==> src/rtl/mdio_arbiter.sv <==
// mdio_arbiter: round-robin arbiter sharing one MDIO shift engine among NREQ requesters.
// Ports:
//   clk, reset            clock and asynchronous active-high reset
//   req[NREQ]             per-requester level request, held until ack
//   cmd[32*NREQ]          per-requester MDIO frame, [29:28]=10 read, 01 write
//   ack[NREQ]             one-cycle completion pulse to the owner
//   err                   with ack: timeout or illegal opcode
//   rdata[16]             read data, held until the next read completes
//   owner[2]              current or last granted requester
//   busy                  high from grant until ack
//   eng_start             start strobe to the shift engine
//   eng_wdata[32]         frame to the engine, stable for the whole transaction
//   eng_rd_done/wr_done   engine level done flags, low while a frame is in flight
//   eng_rdata[16]         engine read result
module mdio_arbiter #(
    parameter int    NREQ           = 3,
    parameter int    TIMEOUT_CYCLES = 65535,
    parameter string HOLD_LAST      = "FALSE"
) (
    input  logic                 clk,
    input  logic                 reset,
    input  logic [NREQ-1:0]      req,
    input  logic [32*NREQ-1:0]   cmd,
    output logic [NREQ-1:0]      ack,
    output logic                 err,
    output logic [15:0]          rdata,
    output logic [1:0]           owner,
    output logic                 busy,
    output logic                 eng_start,
    output logic [31:0]          eng_wdata,
    input  logic                 eng_rd_done,
    input  logic                 eng_wr_done,
    input  logic [15:0]          eng_rdata
);
    localparam int TW   = $clog2(TIMEOUT_CYCLES + 1);
    localparam bit HOLD = (HOLD_LAST == "TRUE");

    typedef enum logic [2:0] {IDLE, GRANT, STRB, WAIT, RESP} state_t;

    state_t          state_q;
    logic [1:0]      owner_q;
    logic [NREQ-1:0] ack_q;
    logic            err_q;
    logic [15:0]     rdata_q;
    logic            start_q;
    logic [31:0]     wdata_q;
    logic [TW-1:0]   tmo_q;
    logic            hold_q;

    logic [1:0] win_d;
    logic [1:0] idx;
    logic       is_rd;
    logic       is_wr;
    logic       done;
    logic       tmo_hit;

    // Search from owner+1 upward; iterating backwards lets the nearest index win.
    always_comb begin
        win_d = owner_q;
        idx   = owner_q;
        for (int k = NREQ; k >= 1; k--) begin
            idx = 2'((int'(owner_q) + k) % NREQ);
            if (req[idx]) win_d = idx;
        end
        if (HOLD && hold_q && req[owner_q]) win_d = owner_q;
    end

    assign is_rd   = (wdata_q[29:28] == 2'b10);
    assign is_wr   = (wdata_q[29:28] == 2'b01);
    assign done    = is_rd ? eng_rd_done : eng_wr_done;
    assign tmo_hit = (tmo_q == TW'(TIMEOUT_CYCLES));

    always_ff @(posedge clk or posedge reset) begin
        if (reset) begin
            state_q <= IDLE;
            owner_q <= 2'(NREQ - 1);
            ack_q   <= '0;
            err_q   <= 1'b0;
            rdata_q <= '0;
            start_q <= 1'b0;
            wdata_q <= '0;
            tmo_q   <= '0;
            hold_q  <= 1'b0;
        end else begin
            ack_q <= '0;
            case (state_q)
                IDLE: begin
                    hold_q <= 1'b0;
                    if (|req) begin
                        owner_q <= win_d;
                        wdata_q <= cmd[{win_d, 5'd0} +: 32];
                        state_q <= GRANT;
                    end
                end
                GRANT: begin
                    tmo_q <= '0;
                    if (is_rd || is_wr) begin
                        start_q <= 1'b1;
                        state_q <= STRB;
                    end else begin
                        err_q          <= 1'b1;
                        ack_q[owner_q] <= 1'b1;
                        state_q        <= RESP;
                    end
                end
                STRB, WAIT: begin
                    tmo_q <= tmo_q + 1'b1;
                    if (tmo_hit) begin
                        start_q        <= 1'b0;
                        err_q          <= 1'b1;
                        ack_q[owner_q] <= 1'b1;
                        state_q        <= RESP;
                    end else if (state_q == STRB && !done) begin
                        start_q <= 1'b0;
                        state_q <= WAIT;
                    end else if (state_q == WAIT && done) begin
                        if (is_rd) rdata_q <= eng_rdata;
                        err_q          <= 1'b0;
                        ack_q[owner_q] <= 1'b1;
                        state_q        <= RESP;
                    end
                end
                RESP: begin
                    err_q   <= 1'b0;
                    hold_q  <= 1'b1;
                    state_q <= IDLE;
                end
                default: state_q <= IDLE;
            endcase
        end
    end

    assign ack       = ack_q;
    assign err       = err_q;
    assign rdata     = rdata_q;
    assign owner     = owner_q;
    assign busy      = (state_q != IDLE);
    assign eng_start = start_q;
    assign eng_wdata = wdata_q;
endmodule

==> config.mk <==
export PLATFORM = sky130hd
export DESIGN_NAME = mdio_arbiter
export DESIGN_NICKNAME = d
export VERILOG_FILES = /design/src/rtl/mdio_arbiter.sv
export SDC_FILE = /design/constraint.sdc
export NUM_CORES = 1
export LEC_CHECK = 0
export BUFFER_PORTS_ARGS = -buffer_cell sky130_fd_sc_hd__buf_2
export CAP_MARGIN = 15
export CORE_MARGIN = 2
export CORE_UTILIZATION = 49
export DETAILED_ROUTE_END_ITERATION = 8
export PLACE_DENSITY = 0.91
export REMOVE_ABC_BUFFERS = 1
export SLEW_MARGIN = 20
export SYNTH_ARGS = -nofsm -noshare
export SYNTH_HDL_FRONTEND = slang
export SYNTH_SLANG_ARGS = --single-unit
==> constraint.sdc <==
create_clock -name clk -period 3.3 [get_ports clk]
set_clock_uncertainty 0.05 [all_clocks]
set_input_delay 0 -clock clk [delete_from_list [all_inputs] [get_ports clk]]
set_output_delay 0 -clock clk [all_outputs]
set_load 0.02 [all_outputs]
==> results of run 1 <==
-- synthesized netlist by cell type (4+ instances only) --
cell / instances / share of area
dfrtp_1: 73 / 0.42
o21ai_0: 44 / 0.050
o211ai_1: 37 / 0.063
clkbuf_1: 35 / 0.030
o221ai_1: 33 / 0.066
a41oi_1: 32 / 0.064
nor2b_1: 32 / 0.046
nand2_1: 21 / 0.018
nor2_1: 16 / 0.014
nand3_1: 13 / 0.015
mux2_4: 10 / 0.034
buf_2: 9 / 0.010
inv_1: 9 / 0.0077
mux2_2: 8 / 0.021
ha_1: 6 / 0.017
mux2i_1: 5 / 0.011
nand2b_1: 5 / 0.0071
a22o_1: 4 / 0.0080
and3_1: 4 / 0.0057
-- repair_timing --
action | 4_1_cts | 5_1_grt
hold endpoints to repair | 121 | 0
setup endpoints to repair | 0 | 9
hold buffers | 104 | 0
resized for setup | 0 | 8
setup buffers | 0 | 0
-- placed cells by master (no fill, tap or decap), types with 2 or more instances in the layout --
cell type / Yosys / routed
a21oi_1: 3 / 3
a22o_1: 4 / 4
a32oi_1: 2 / 2
a41oi_1: 32 / 32
and3_1: 4 / 3
buf_2: 9 / 174
buf_4: 0 / 6
buf_6: 0 / 2
clkbuf_8: 0 / 11
clkinv_2: 0 / 2
clkinv_4: 0 / 2
clkinvlp_4: 0 / 2
dfrtp_1: 73 / 73
dlygate4sd3_1: 0 / 104
ha_1: 6 / 4
ha_2: 0 / 2
inv_1: 9 / 8
mux2_2: 8 / 8
mux2_4: 10 / 10
mux2i_1: 5 / 5
nand2_1: 21 / 21
nand2b_1: 5 / 5
nand3_1: 13 / 13
nand4_1: 3 / 3
nor2_1: 16 / 16
nor2b_1: 32 / 32
nor3_1: 3 / 3
o211ai_1: 37 / 37
o21ai_0: 44 / 43
o221ai_1: 33 / 33
o31ai_1: 3 / 3
or2_2: 3 / 3
or3_1: 2 / 2
or3_4: 2 / 2
-- layout make-up --
| type | instances | share of cell area |
|---|---|---|
| clock buffer | 10 | 0.0211 |
| timing repair buffer | 287 | 0.305 |
| sequential | 74 | 0.284 |
| multi-input combinational | 312 | 0.357 |
| inverter | 9 | 0.00517 |
| tap | 108 | 0.0207 |
| clock inverter | 6 | 0.00652 |
-- logic make-up after synthesis --
| kind of cell | synth area share |
|---|---|
| flip-flops | 0.423 |
| buffers and inverters | 0.0525 |
| AO/OA/AOI/OAI | 0.285 |
| AND/OR/NAND/NOR | 0.154 |
| multiplexers | 0.0688 |
| adder cells (fa/ha/maj) | 0.0171 |
-- power breakdown --
| group | switching [uW] | total, uW | internal, uW |
|---|---|---|---|
| Sequential | 267 | 1510 | 1240 |
| Clock | 361 | 654 | 294 |
| Combinational | 2140 | 3460 | 1310 |
-- state kept, by name (all words and copies together), names as in the netlist --
name,cells
state_q,3
tmo_q,16
ack,3
err,1
eng_wdata,32
eng_start,1
rdata,16
owner,2
-- path summary, 6_finish.rpt --
check,from,to,cells past startpoint,slack (ns)
setup / recovery,owner[1],eng_wdata[31],9,0.08
hold / removal,eng_wr_done,state_q[0],4,0.08
setup reg to reg,owner[1],eng_wdata[31],9,0.08
hold reg to reg,rdata[0],rdata[0],1,0.46
max in group asynchronous,reset,tmo_q[6],4,2.15
min in group asynchronous,reset,eng_wdata[31],4,0.40
-- metrics by stage --
stage / instances / setup WS [ns] / total power [uW] / instance area (sq um) / util
6_report: 806 / 0.0797 / 5620 / 6530 / 0.752
2_1_floorplan: 395 / -0.716 / 3410 / 4190 / -
3_5_place_dp: 686 / 0.428 / 4410 / 5280 / 0.609
3_3_place_gp: 686 / 0.538 / 4310 / 5280 / 0.609
5_1_grt: 806 / 0.00492 / 5880 / 6530 / 0.752
4_1_cts: 806 / 0.0594 / 5300 / 6500 / 0.750
-- worst register-to-register path, cell delays in order, from the launching register on --
cell	delay, ns
dfstp_2	0.56
inv_1	0.09
ha_2	0.46
mux2i_1	0.22
nor2_1	0.11
a211oi_4	0.28
buf_4	0.40
o221ai_1	0.20
o211ai_1	0.15
dlygate4sd3_1	0.64
-- per-layer routing --
| metal | track usage | vias up |
|---|---|---|
| met5 | 0 | - |
| met4 | 0.172 | 0 |
| met3 | 0.0816 | 112 |
| met1 | 0.435 | 2439 |
| li1 | - | 2215 |
| met2 | 0.556 | 481 |
==> metrics.txt, run 1 <==
status=finished, final reports clean; global-route usage over all layers=0.344; Post-synth EDFFs=0; buffers plus inverters on the worst setup path=3; vias in the first global route=between 5000 and 6000; Mapped Cells=440; largest net degree at the start of global routing=75; Final Cycle Share=0.976; area of the mapped netlist=between 0.004 and 0.005 sq mm; crit path max fanout=33; register area share after synthesis=0.423; worst skew pair latency=about 0.34 ns; Synth cell types=between 40 and 50; CP required=between 3 and 4 ns; Initial Util=0.505; clock root cell=clkbuf_8; drt first-iter violations=approximately 670; drt via density=~6.5; clk sink count=74; CP cell instances=inv_1 -> ha_2 -> mux2i_1 -> nor2_1 -> a211oi_4 -> buf_4 -> o221ai_1 -> o211ai_1 -> dlygate4sd3_1; CTS tree=done; CTS buffer count=9; final hold vios=0; slowest library cell on the worst path=dlygate4sd3_1; data arrival time at the worst-slack endpoint=roughly 3.5 ns; vias=about 5200; Clock transition at path regs=roughly 0.1 ns; register bit total from synthesis=between 70 and 80; Leak=0.00289 uW; relative slew slack=0.355; routed length per instance=around 21 um; Pre-antenna DRT Iters=5; # rows=34; HPWL Detailed=a little under 9000 um; Synthesis Warnings=0; async set-or-reset flop fraction in the synthesized netlist=1.00; # H-tree levels=3; Final min period=~3.2 ns; first-pass GRT wire length=roughly 27000 um; layout cells sized above 1=0.342; initial antenna violation count=0; die height=around 100 um; Ports=175; synthesis-to-finish area growth=49.0%; Setup CP Type=reg2reg; Setup Viol. Count Final=0; grt total ovfl=0; Final Max Tran Viols=0; Setup TNS=0 ns; diode count=0; count of input and output buffers=~170; Hold WC Path Type=in2reg; core footprint=0.00868 sq mm; Worst setup SP type=flip-flop; delay-heaviest family, CP=buffers and inverters; Max rail drop VDD=roughly 0.48 mV; met2 WL post-DR=roughly 8000 um; M1 WL=around 6100 um; Pwr Density=approximately 860 mW/mm^2; Reg area=~0.0019 sq mm; Layout Nets=about 820; predominant post-synthesis flop cell=dfrtp_1; full die area=0.00972 sq mm; antenna-violating nets left=0; Met3 Routed Length=roughly 2000 um; Mapped Avg Cell Area=9.96 sq um; worst stage delay on the critical path=around 0.64 ns; Die X=98.6 um; DRC viols=0; FILL cells=505; RSZ-0062 raised after global routing=no; Crit. End Element=flip-flop; clk buf depth=2; Multi-input gate area=between 0.002 and 0.0025 sq mm; Max Cap Viol=0; worst slew pin tran=0.967 ns; Max Fclk=approximately 310 MHz; max layer used=met4; WL final=approximately 17000 um; Final Wtd Congestion=0.864; WHS=0.0759 ns
(Power assumes the default switching activity.)
==> run 2: changes to the inputs <==
==> constraint.sdc (replaced) <==
create_clock -name clk -period 3.3 [get_ports clk]
set_clock_uncertainty 0.05 [all_clocks]
set_input_delay 0.66 -clock clk [delete_from_list [all_inputs] [get_ports clk]]
set_output_delay 0.66 -clock clk [all_outputs]
set_load 0.02 [all_outputs]
==> metrics.txt, run 2 (synthesized netlist as in run 1, its figures left out) <==
status=finished, final reports clean; HPWL Detailed=8740 um; global-route usage over all layers=0.258; CP cell instances=inv_1 -> ha_1 -> mux2_1 -> a22oi_1 -> a211o_1 -> buf_4 -> a41oi_1 -> o211ai_1; layout cells sized above 1=0.397; Layout Nets=715; Max rail drop VDD=between 0.4 and 0.5 mV; cts hold-fix bufs=0; Pwr Density=between 900 and 1000 mW/mm^2; data arrival time at the worst-slack endpoint=roughly 3.2 ns; post-CTS sizing=0; Worst setup SP type=flip-flop; grt total ovfl=0; Leak=0.00250 uW; antenna-violating nets left=0; GRT busiest layer=met2; Final Instance Area=about 0.0056 sq mm; Die X=98.6 um; WHS=approximately 0.35 ns; Final Cycle Share=0.900; M1 GR Usage=0.336; clk buf depth=2; RSZ-0062 raised after global routing=no; Final min period=about 3 ns; met3 GRT Util=0.0525; vias in the first global route=between 4000 and 5000; count of input and output buffers=roughly 170; CTS tree=done; Max Fclk=337 MHz; first-pass GRT wire length=~21000 um; worst slew pin tran=~0.9 ns; largest net degree at the start of global routing=between 60 and 70; full die area=between 0.009 and 0.01 sq mm; synthesis-to-finish area growth=27.2%; total power=approximately 5400 uW; DRC viols=0; CP required=between 3 and 4 ns; Ports=175; Hold WC Path Type=in2async; Initial Util=0.505; Setup CP Type=reg2reg; core footprint=between 0.008 and 0.009 sq mm; die height=just under 100 um; met2 global-route usage=0.419; WL final=approximately 13000 um; Crit. End Element=flip-flop; Pre-antenna DRT Iters=5; drt via density=around 6.2; commonest cells after routing, fill and taps aside=buf_2, dfrtp_1, o21ai_0; Setup Viol. Count Final=0; CTS buffer count=9; commonest non-fill, non-tap cell in the layout=buf_2; initial antenna violation count=1; vias=~4400; worst skew pair latency=0.35 ns; postcts setup bufs=0; clock root cell=clkbuf_8; slowest library cell on the worst path=dfstp_2; final hold vios=0; crit path max fanout=23; DP Area=around 0.0053 sq mm; relative slew slack=0.385; Clock transition at path regs=roughly 0.09 ns; # H-tree levels=3; clk sink count=74; Final Max Tran Viols=0; worst stage delay on the critical path=approximately 0.57 ns; Final Wtd Congestion=between 0.8 and 0.9; drt first-iter violations=304; Max Cap Viol=0; routed length per instance=about 18 um; # rows=34; max FFs per register=32
-- run 2: metrics by stage --
stage	std cells	util	worst slack (ns)	setup TNS, ns
after CTS	703	0.642	0.339	0
after detailed placement	687	0.611	0.366	0
final	704	0.642	0.330	0
after global routing	704	0.642	0.144	0
after global placement	687	0.611	0.547	0
after floorplan	395	-	-0.716	-22.94
-- run 2: cell type report --
type | instances | area, sq um
tap | 108 | 135
clock buffer | 10 | 128
timing repair buffer | 184 | 958
fill | 735 | 3110
sequential | 74 | 1850
multi-input combinational | 312 | 2320
inverter | 9 | 33.8
clock inverter | 6 | 138
antenna | 1 | 2.50
-- run 2: final timing paths --
| check | startpoint | end | slack, ns | cells after the start |
|---|---|---|---|---|
| setup / recovery | owner[1] | eng_wdata[2] | 0.33 | 8 |
| hold / removal | reset | eng_wdata[26] | 0.35 | 2 |
| setup reg to reg | owner[1] | eng_wdata[2] | 0.33 | 8 |
| hold reg to reg | rdata[9] | rdata[9] | 0.46 | 1 |
| max in group asynchronous | reset | owner[1] | 2.13 | 3 |
| min in group clk | rdata[9] | rdata[9] | 0.46 | 1 |
-- run 2: where the power goes --
part	internal, uW	switching (uW)	total, uW
clock network	583	351	934
logic	1090	1890	2980
registers	1240	226	1470
-- run 2: critical path, delay by kind of cell (launching register included) --
kind	cells	cell delay [ns]
adders and majority gates	1	0.44
muxes	1	0.36
buffers and inverters	2	0.44
AOI/OAI and AO/OA	4	1.03
DFF	1	0.57
-- run 2: metal layers --
layer  vias up  wire, um
met4         0       417
met2       268      6010
met3        35      1190
met5         -         0
met1      2052      5000
li1       2010         -
